### src/rtl/nibble_accum_pkg.sv
// Shared types and constants for the decimal nibble accumulator.
// Build option: define NIBBLE_ACCUM_SAT_EN to clamp the value at 2^W-1 after overflow.
package nibble_accum_pkg;

   typedef enum logic [1:0] {
      IDLE  = 2'd0,
      ACCUM = 2'd1,
      DONE  = 2'd2
   } state_t;

   localparam logic [3:0] NIBBLE_TERM = 4'hF;
   localparam int         DEC_BASE    = 10;

   // Any nibble that is not a decimal digit acts as a run terminator.
   function automatic logic is_digit(input logic [3:0] n);
      return n < 4'(DEC_BASE);
   endfunction

endpackage

### src/rtl/nibble_accum_if.sv
// Handshake bundle for nibble_accum: nibble input stream and run-result output.
// The master drives nibbles and out_ready; the slave returns the result.
interface nibble_accum_if #(
   parameter int W  = 16,
   parameter int CW = 5
);
   logic          in_valid;
   logic [3:0]    nibble;
   logic          in_ready;
   logic          out_valid;
   logic          out_ready;
   logic [W-1:0]  value;
   logic [CW-1:0] ndigits;
   logic          overflow;

   modport master (
      output in_valid, nibble, out_ready,
      input  in_ready, out_valid, value, ndigits, overflow
   );

   modport slave (
      input  in_valid, nibble, out_ready,
      output in_ready, out_valid, value, ndigits, overflow
   );
endinterface

### src/rtl/nibble_accum_mul10_add.sv
// Combinational acc*10+d evaluated at W+4 bits; any bit above W is reported as carry.
// 10*(2^W-1)+15 < 2^(W+4), so the wide sum itself never loses information.
module mul10_add
   import nibble_accum_pkg::*;
#(
   parameter int W = 16
) (
   input  logic [W-1:0] acc,
   input  logic [3:0]   d,
   output logic [W-1:0] sum,
   output logic         carry
);
   logic [W+3:0] full;

   assign full  = (W+4)'(acc) * (W+4)'(DEC_BASE) + (W+4)'(d);
   assign sum   = full[W-1:0];
   assign carry = |full[W+3:W];
endmodule

### src/rtl/nibble_accum.sv
// Converts a stream of decimal digit nibbles into a binary value, one result per run.
// Build option: NIBBLE_ACCUM_SAT_EN clamps value at 2^W-1 after overflow instead of wrapping.
module nibble_accum
   import nibble_accum_pkg::*;
#(
   parameter int W  = 16,
   parameter int CW = 5
) (
   input  logic         clk,
   input  logic         rst,
   nibble_accum_if.slave bus
);
   state_t        state_reg, state_next;
   logic [W-1:0]  acc_reg, acc_next;
   logic [CW-1:0] cnt_reg, cnt_next;
   logic          ovf_reg, ovf_next;

   logic [W-1:0]  mac_sum;
   logic          mac_carry;
   logic          ovf_any;

   mul10_add #(.W(W)) u_mul10_add (
      .acc   (acc_reg),
      .d     (bus.nibble),
      .sum   (mac_sum),
      .carry (mac_carry)
   );

   assign ovf_any = ovf_reg | mac_carry;

   always_ff @(posedge clk or posedge rst) begin
      if (rst) begin
         state_reg <= IDLE;
         acc_reg   <= '0;
         cnt_reg   <= '0;
         ovf_reg   <= 1'b0;
      end else begin
         state_reg <= state_next;
         acc_reg   <= acc_next;
         cnt_reg   <= cnt_next;
         ovf_reg   <= ovf_next;
      end
   end

   always_comb begin
      state_next = state_reg;
      acc_next   = acc_reg;
      cnt_next   = cnt_reg;
      ovf_next   = ovf_reg;
      case (state_reg)
         IDLE: begin
            // Leading non-digits are swallowed without starting a run.
            if (bus.in_valid && is_digit(bus.nibble)) begin
               acc_next   = W'(bus.nibble);
               cnt_next   = CW'(1);
               state_next = ACCUM;
            end
         end
         ACCUM: begin
            if (bus.in_valid) begin
               if (is_digit(bus.nibble)) begin
                  ovf_next = ovf_any;
`ifdef NIBBLE_ACCUM_SAT_EN
                  acc_next = ovf_any ? '1 : mac_sum;
`else
                  acc_next = mac_sum;
`endif
                  cnt_next = (cnt_reg == '1) ? cnt_reg : cnt_reg + CW'(1);
               end else begin
                  state_next = DONE;
               end
            end
         end
         DONE: begin
            if (bus.out_ready) begin
               acc_next   = '0;
               cnt_next   = '0;
               ovf_next   = 1'b0;
               state_next = IDLE;
            end
         end
         default: state_next = IDLE;
      endcase
   end

   // All outputs come straight from registers: no input-to-output path.
   assign bus.in_ready  = (state_reg != DONE);
   assign bus.out_valid = (state_reg == DONE);
   assign bus.value     = acc_reg;
   assign bus.ndigits   = cnt_reg;
   assign bus.overflow  = ovf_reg;
endmodule

### src/flat_wrapper.sv
// flat-port wrapper written by rule: the top's interface ports become plain ports
module nibble_accum_flat import nibble_accum_pkg::*;
#(
   parameter int W  = 16,
   parameter int CW = 5
)
  (clk, rst, bus_in_valid, bus_nibble, bus_out_ready, bus_in_ready, bus_out_valid, bus_value, bus_ndigits, bus_overflow);
  nibble_accum_if #(.W(W), .CW(CW)) bus_i ();
  input  logic clk;
  input  logic rst;
  input wire logic [$bits(bus_i.in_valid)-1:0] bus_in_valid;
  input wire logic [$bits(bus_i.nibble)-1:0] bus_nibble;
  input wire logic [$bits(bus_i.out_ready)-1:0] bus_out_ready;
  output wire logic [$bits(bus_i.in_ready)-1:0] bus_in_ready;
  output wire logic [$bits(bus_i.out_valid)-1:0] bus_out_valid;
  output wire logic [$bits(bus_i.value)-1:0] bus_value;
  output wire logic [$bits(bus_i.ndigits)-1:0] bus_ndigits;
  output wire logic [$bits(bus_i.overflow)-1:0] bus_overflow;
  assign bus_i.in_valid = bus_in_valid;
  assign bus_i.nibble = bus_nibble;
  assign bus_i.out_ready = bus_out_ready;
  assign bus_in_ready = bus_i.in_ready;
  assign bus_out_valid = bus_i.out_valid;
  assign bus_value = bus_i.value;
  assign bus_ndigits = bus_i.ndigits;
  assign bus_overflow = bus_i.overflow;
  nibble_accum #(.W(W), .CW(CW)) u_core (.clk(clk), .rst(rst), .bus(bus_i));
endmodule
### config.mk
export PLATFORM = sky130hd
export DESIGN_NAME = nibble_accum_flat
export DESIGN_NICKNAME = d
export VERILOG_FILES = /design/src/rtl/nibble_accum_pkg.sv /design/src/rtl/nibble_accum_if.sv /design/src/rtl/nibble_accum_mul10_add.sv /design/src/rtl/nibble_accum.sv /design/src/flat_wrapper.sv
export SDC_FILE = /design/constraint.sdc
export NUM_CORES = 1
export LEC_CHECK = 0
export ABC_AREA = 1
export BUFFER_PORTS_ARGS = -buffer_cell sky130_fd_sc_hd__clkbuf_2
export CAP_MARGIN = 5
export CORE_ASPECT_RATIO = 0.9
export CORE_MARGIN = 2
export CORE_UTILIZATION = 40
export DETAILED_ROUTE_END_ITERATION = 6
export PLACE_DENSITY_LB_ADDON = 0.08
export SLEW_MARGIN = 10
export SYNTH_ARGS = -nofsm -noshare
export SYNTH_HDL_FRONTEND = slang
export SYNTH_SLANG_ARGS = --single-unit
### constraint.sdc
create_clock -name clk -period 3.1 [get_ports clk]
set_input_delay 0.465 -clock clk [delete_from_list [all_inputs] [get_ports clk]]
set_output_delay 0.465 -clock clk [all_outputs]
set_load 0.005 [all_outputs]
-- After elaboration in Yosys (flattened, before gate mapping)
Cells that the tools add are included.
- muxes and demuxes: 20
- equality and inequality tests: 10
- bitwise logic cells: 1
- order comparisons: 1
- $mul: 1
- reduce and logical (&&, ||, !) cells: 9
- add/sub/neg operators: 2
- operator list (kind ; count):
    $mux 16 ; 4
    $pmux 16 s3 ; 1
    $mux 5 ; 5
    $add 20x4->20 ; 1
    $mul 16x3->19 const B ; 1
    $pmux 5 s3 ; 1
    $ne 2x2->1 const B ; 5
    $mux 2 ; 4
    $reduce_and 4->1 ; 2
    $pmux 2 s3 ; 1
    $reduce_and 6->1 ; 1
    $add 5x1->5 const B ; 1
    $eq 5x5->1 const B ; 1
    $reduce_and 5->1 ; 1
    $lt 4x4->1 const B ; 1
    $ne 2x1->1 const B ; 2
    $reduce_or 4->1 ; 1
    $mux 1 ; 3
    $reduce_bool 3->1 ; 1
    $eq 2x1->1 const B ; 1
    $eq 2x2->1 const B ; 1
    $logic_not 2->1 ; 1
    $pmux 1 s2 ; 1
    $reduce_bool 2->1 ; 1
    2 further kinds ; 2
- output and inout bits: 24
- flip-flop bits (word level): 24
- bits of input ports: 8

-- Depth between registers and ports, before layout
- depth after elaboration: 7
- gate-level depth with buffers: 19
- gate-level depth less buffers: 18

-- Modules after synthesis
A second synthesis with hierarchy kept.
- cells, all modules: 486
- area total of the unflattened synthesis: 3136.8 sq um
- by module, submodules not included (module ; area each (sq um) ; cells each ; instances):
    mul10_add ; 1696.6 ; 292 ; 1
    nibble_accum ; 1440.1 ; 194 ; 1

-- Least setup slack after synthesis
No wires, ideal clock.
- kind: register -> register
- start: reg u_core.acc_reg[1], in the netlist u_core.bus.value[1]
- end: reg u_core.ovf_reg, in the netlist u_core.bus.overflow
- buffers on the path: 0
- setup time: 0.124 ns
- setup slack: 0.428 ns
- data required time: 2.976 ns
- cell stages (with the launch flop): 18
- period minus slack after synthesis: 2.672 ns
- arrival time: 2.547 ns
- cells stage by stage: dfrtp_1 ha_1 ha_1 fa_1 nand2_2 nand2_2 nand3_2 nand2_2 nand2_1 nand2_1 nor2_4 nand3_2 nor2_4 nand3_1 nand2_1 nand2_1 o21bai_1 a21oi_1
- longest elaborated chain between the ends: 7
- ends and longest elaborated chain (element ; RTL line ; RTL):
    start: declaration ; nibble_accum.sv:14 ; logic [W-1:0] acc_reg, acc_next;
    start signal: assignment ; nibble_accum.sv:39 ; acc_reg <= acc_next;
    $mul 16x3->19 ; nibble_accum_mul10_add.sv:15 ; assign full = (W+4)'(acc) * (W+4)'(DEC_BASE) + (W+4)'(d);
    $add 20x4->20 ; nibble_accum_mul10_add.sv:15 ;
    $reduce_or 4->1 ; nibble_accum_mul10_add.sv:17 ; assign carry = |full[W+3:W];
    $or 1x1->1 ; nibble_accum.sv:29 ; assign ovf_any = ovf_reg | mac_carry;
    $mux 1 ; nibble_accum.sv:61 ; if (is_digit(bus.nibble)) begin
    $mux 1 ; nibble_accum.sv:60 ; if (bus.in_valid) begin
    $pmux 1 s2 ; nibble_accum.sv:50 ; case (state_reg)
    end signal: assignment ; nibble_accum.sv:41 ; ovf_reg <= ovf_next;
    end: declaration ; nibble_accum.sv:16 ; logic ovf_reg, ovf_next;
No other way between the ends. The select of a mux whose other input is x is not followed.
A chain may end at the register's enable or synchronous reset.

-- Final worst setup path
Same ends and word-level chain as after synthesis.

==> results by group <==
Status
  • Status: complete, no violations

Place
  • DP Area: ~0.0032 mm^2
  • DPL Wire Length: ~6.3 mm
  • IO buf count: 31
  • GPL Wtd Cong: about 0.87

STA
  • Worst-Margin Slew: ~0.96 ns
  • Fin crit share: between 90% and 100%
  • Relative slew slack: between 30 and 40%
  • RSZ-0062 raised after global routing: false
  • Fin crit period: between 2 and 3 ns
  • Hold Fails Final Rpt: 0
  • Final TNS setup: 0 ns
  • Worst hold margin: 0.388 ns
  • Clock Skews: a little over 0.002 ns
  • Peak Freq: about 350 MHz
  • Final slew viol count: 0
  • Final setup vio count: 0

Worst setup path
  • FF-to-FF End: u_core.bus.overflow$_DFFE_PP0P_
  • Critical Path End Type: flip-flop
  • Setup CP Type: flip-flop to flip-flop
  • Worst-path cell chain: ha_1, ha_1, fa_2, nand3_1, nor2_2, nand3_2, nor2_4, nand3_2, nor2_4, nand3_1, nand2_1, nand2_1, o21bai_1, a21oi_1
  • Slowest CP cell: fa_2
  • Reg2Reg Setup Slack: between 0.2 and 0.25 ns
  • Worst reg2reg path startpoint: u_core.bus.value[1]$_DFFE_PP0P_
  • Worst r2r path cells: 14
  • Setup crit start kind: flip-flop
  • Crit-path max cell delay: between 0.5 and 0.6 ns
  • WP data required: 3.25 ns
  • CP startpoint: u_core.bus.value[1]$_DFFE_PP0P_
  • Max Fanout on Critical Path: 5
  • Crit path DAT: approximately 3.0 ns
  • Critical Path End: u_core.bus.overflow$_DFFE_PP0P_

Die
  • Die Span X: 94.7 um
  • Die Ht: between 80 and 90 um
  • FP Rows: 29
  • Starting density of the core: a little over two fifths
  • I/O pin count: 32
  • CORE AREA: 0.00711 mm^2
  • Full die area: roughly 0.0081 mm^2

CTS
  • TritonCTS clock tree: built
  • Hold_buf cts: 0
  • Setup repair bufs after CTS: 0
  • Clock Pin Slew Worst Setup and Hold Paths: ~0.090 ns
  • Htree depth: 1
  • CTS resizes: 0
  • Clock buffer depth: 2
  • Clk Latency, worst-skew pair: 0.26 ns
  • Sink Count: 24
  • CTS root buf: clkbuf_8
  • Num CTS Buffers: 3

Finish
  • Post-layout instance area: roughly 0.0033 mm^2
  • Fill count: 761
  • Fin nets: 520
  • Max reg flops: 16
  • Register area: between 600 and 700 um^2
  • Area of the multi-input gates: roughly 0.0021 mm^2
  • Fraction of layout cells with a size suffix above 1: roughly a fifth
  • Area Overhead vs Synth: 10.9%
  • Ant diodes: 0

Pwr
  • Power Density: 646 mW/mm^2
  • Leakage power: about 0.0018 uW
  • Worst IR drop on VDD: roughly 420 uV
  • Total design power: between 2000 and 2500 uW

Yosys
  • Synthesized area: ~0.0030 mm^2
  • Yosys warns: 0
  • Number of flops mapped to enable cells by yosys: 0
  • Sequential share of the synthesized area: approximately a fifth
  • Gate Count Post-Synth: 438
  • Avg Inst Size Synth: 6.76 um^2
  • Top_reg_cell synth: dfrtp_1
  • Net Count, Synth: 485
  • Post-synthesis register bit count: 24
  • Synth async-reset ratio: 100%
  • Synth unique cells: 35

Routing
  • DR iter-0 viols: between 150 and 200
  • Number of nets with antenna violations after routing: 0
  • Routed WL per cell: around 13 um
  • DR pass1 iterations: 4
  • Via Count: roughly 2800
  • Residual DRC count: 0
  • Post-Route WL: around 7.6 mm
  • Vias per Instance: ~5.0

Global route
  • First-pass GRT wire length: 12.5 mm
  • Largest net degree at the start of global routing: 25
  • Total track usage: 19.5%
  • Global route overflow: 0
  • Vias in the first global route: between 2000 and 3000
  • Initial antenna violation count: 0

Worst hold path
  • Hold Path Class: input pin to async pin

Flow run
  • Max-Cap Viols: 0
-- worst min path at each step --
stage | slack [ns] | endpoint | cells after the start
finish | 0.39 | u_core.state_reg[1]$_DFFE_PP0P_ | 2
global route | 0.45 | u_core.bus.value[0]$_DFFE_PP0P_ | 3
CTS | 0.42 | u_core.state_reg[1]$_DFFE_PP0P_ | 2
detailed placement | 0.51 | u_core.bus.ndigits[4]$_DFFE_PP0P_ | 1
global placement | 0.52 | u_core.bus.ndigits[4]$_DFFE_PP0P_ | 1
floorplan | 0.48 | u_core.bus.ndigits[0]$_DFFE_PP0P_ | 1
-- kinds of logic (layout without fill, tap and decap cells) --
group	count (synthesis)	in the layout	synth area share, %
AND/OR/NAND/NOR	256	256	42.8
buffers and inverters	74	108	9.63
AO/OA/AOI/OAI	43	43	9.68
adder cells (fa/ha/maj)	39	39	17.0
flip-flops	24	24	20.3
XOR/XNOR	2	2	0.592
-- critical path, delay by kind of cell, from the launching register on --
kind / cells / cell delay, ns
adders and majority gates: 3 / 1.15
and+or+nand+nor: 9 / 0.96
DFF: 1 / 0.46
AOI/OAI and AO/OA: 2 / 0.18
-- stage by stage --
| step | utilization [%] | setup WS, ns | std cells |
|---|---|---|---|
| after CTS | 46.1 | 0.178 | 565 |
| after global placement | 45.4 | 0.271 | 561 |
| after floorplan | - | 0.428 | 438 |
| final | 46.2 | 0.225 | 565 |
| after global routing | 46.2 | 0.00120 | 565 |
| after detailed placement | 45.4 | 0.200 | 561 |
-- synthesized netlist by cell type, types with 4 or more instances --
cell,number,area share (%)
a21oi_1,14,2.4
o31ai_1,4,1.0
inv_1,63,8.0
dfrtp_1,24,20
nor2_4,8,3.0
nor2_1,22,2.8
o21ai_0,9,1.5
ha_1,37,16
inv_2,9,1.1
a32o_1,5,1.7
nand3_2,6,2.0
nand3_1,39,6.6
nand2_1,137,17
nor2_2,6,1.3
nand2_2,23,4.9
-- power by group --
group | total (uW) | switching (uW) | internal, uW
Sequential | 511 | 111 | 400
Clock | 215 | 101 | 113
Combinational | 1390 | 903 | 491
-- cells in the final DEF (no fill, tap or decap), types with 6 or more instances in the layout --
master	count
inv_1	63
nand3_1	39
ha_1	37
dfrtp_1	23
nor2_2	6
a21oi_1	14
nor2_4	8
nand2_2	23
nor2_1	22
clkbuf_2	31
inv_2	9
o21ai_0	9
nand2_1	137
nand3_2	6
-- layout make-up --
type                       count  area share, %
multi-input combinational    340           63.3
timing repair buffer          32           4.95
clock buffer                   4           1.68
sequential                    24           18.3
tap                           93           3.54
inverter                      72           8.23
-- routing by layer --
layer	GRT usage [%]	vias up	wire length, um
li1	-	1487	-
met1	28.9	1290	4010
met2	30.5	56	3280
met3	2.55	6	203
met4	3.69	0	98
met5	0	-	0
(Power assumes the default switching activity.)
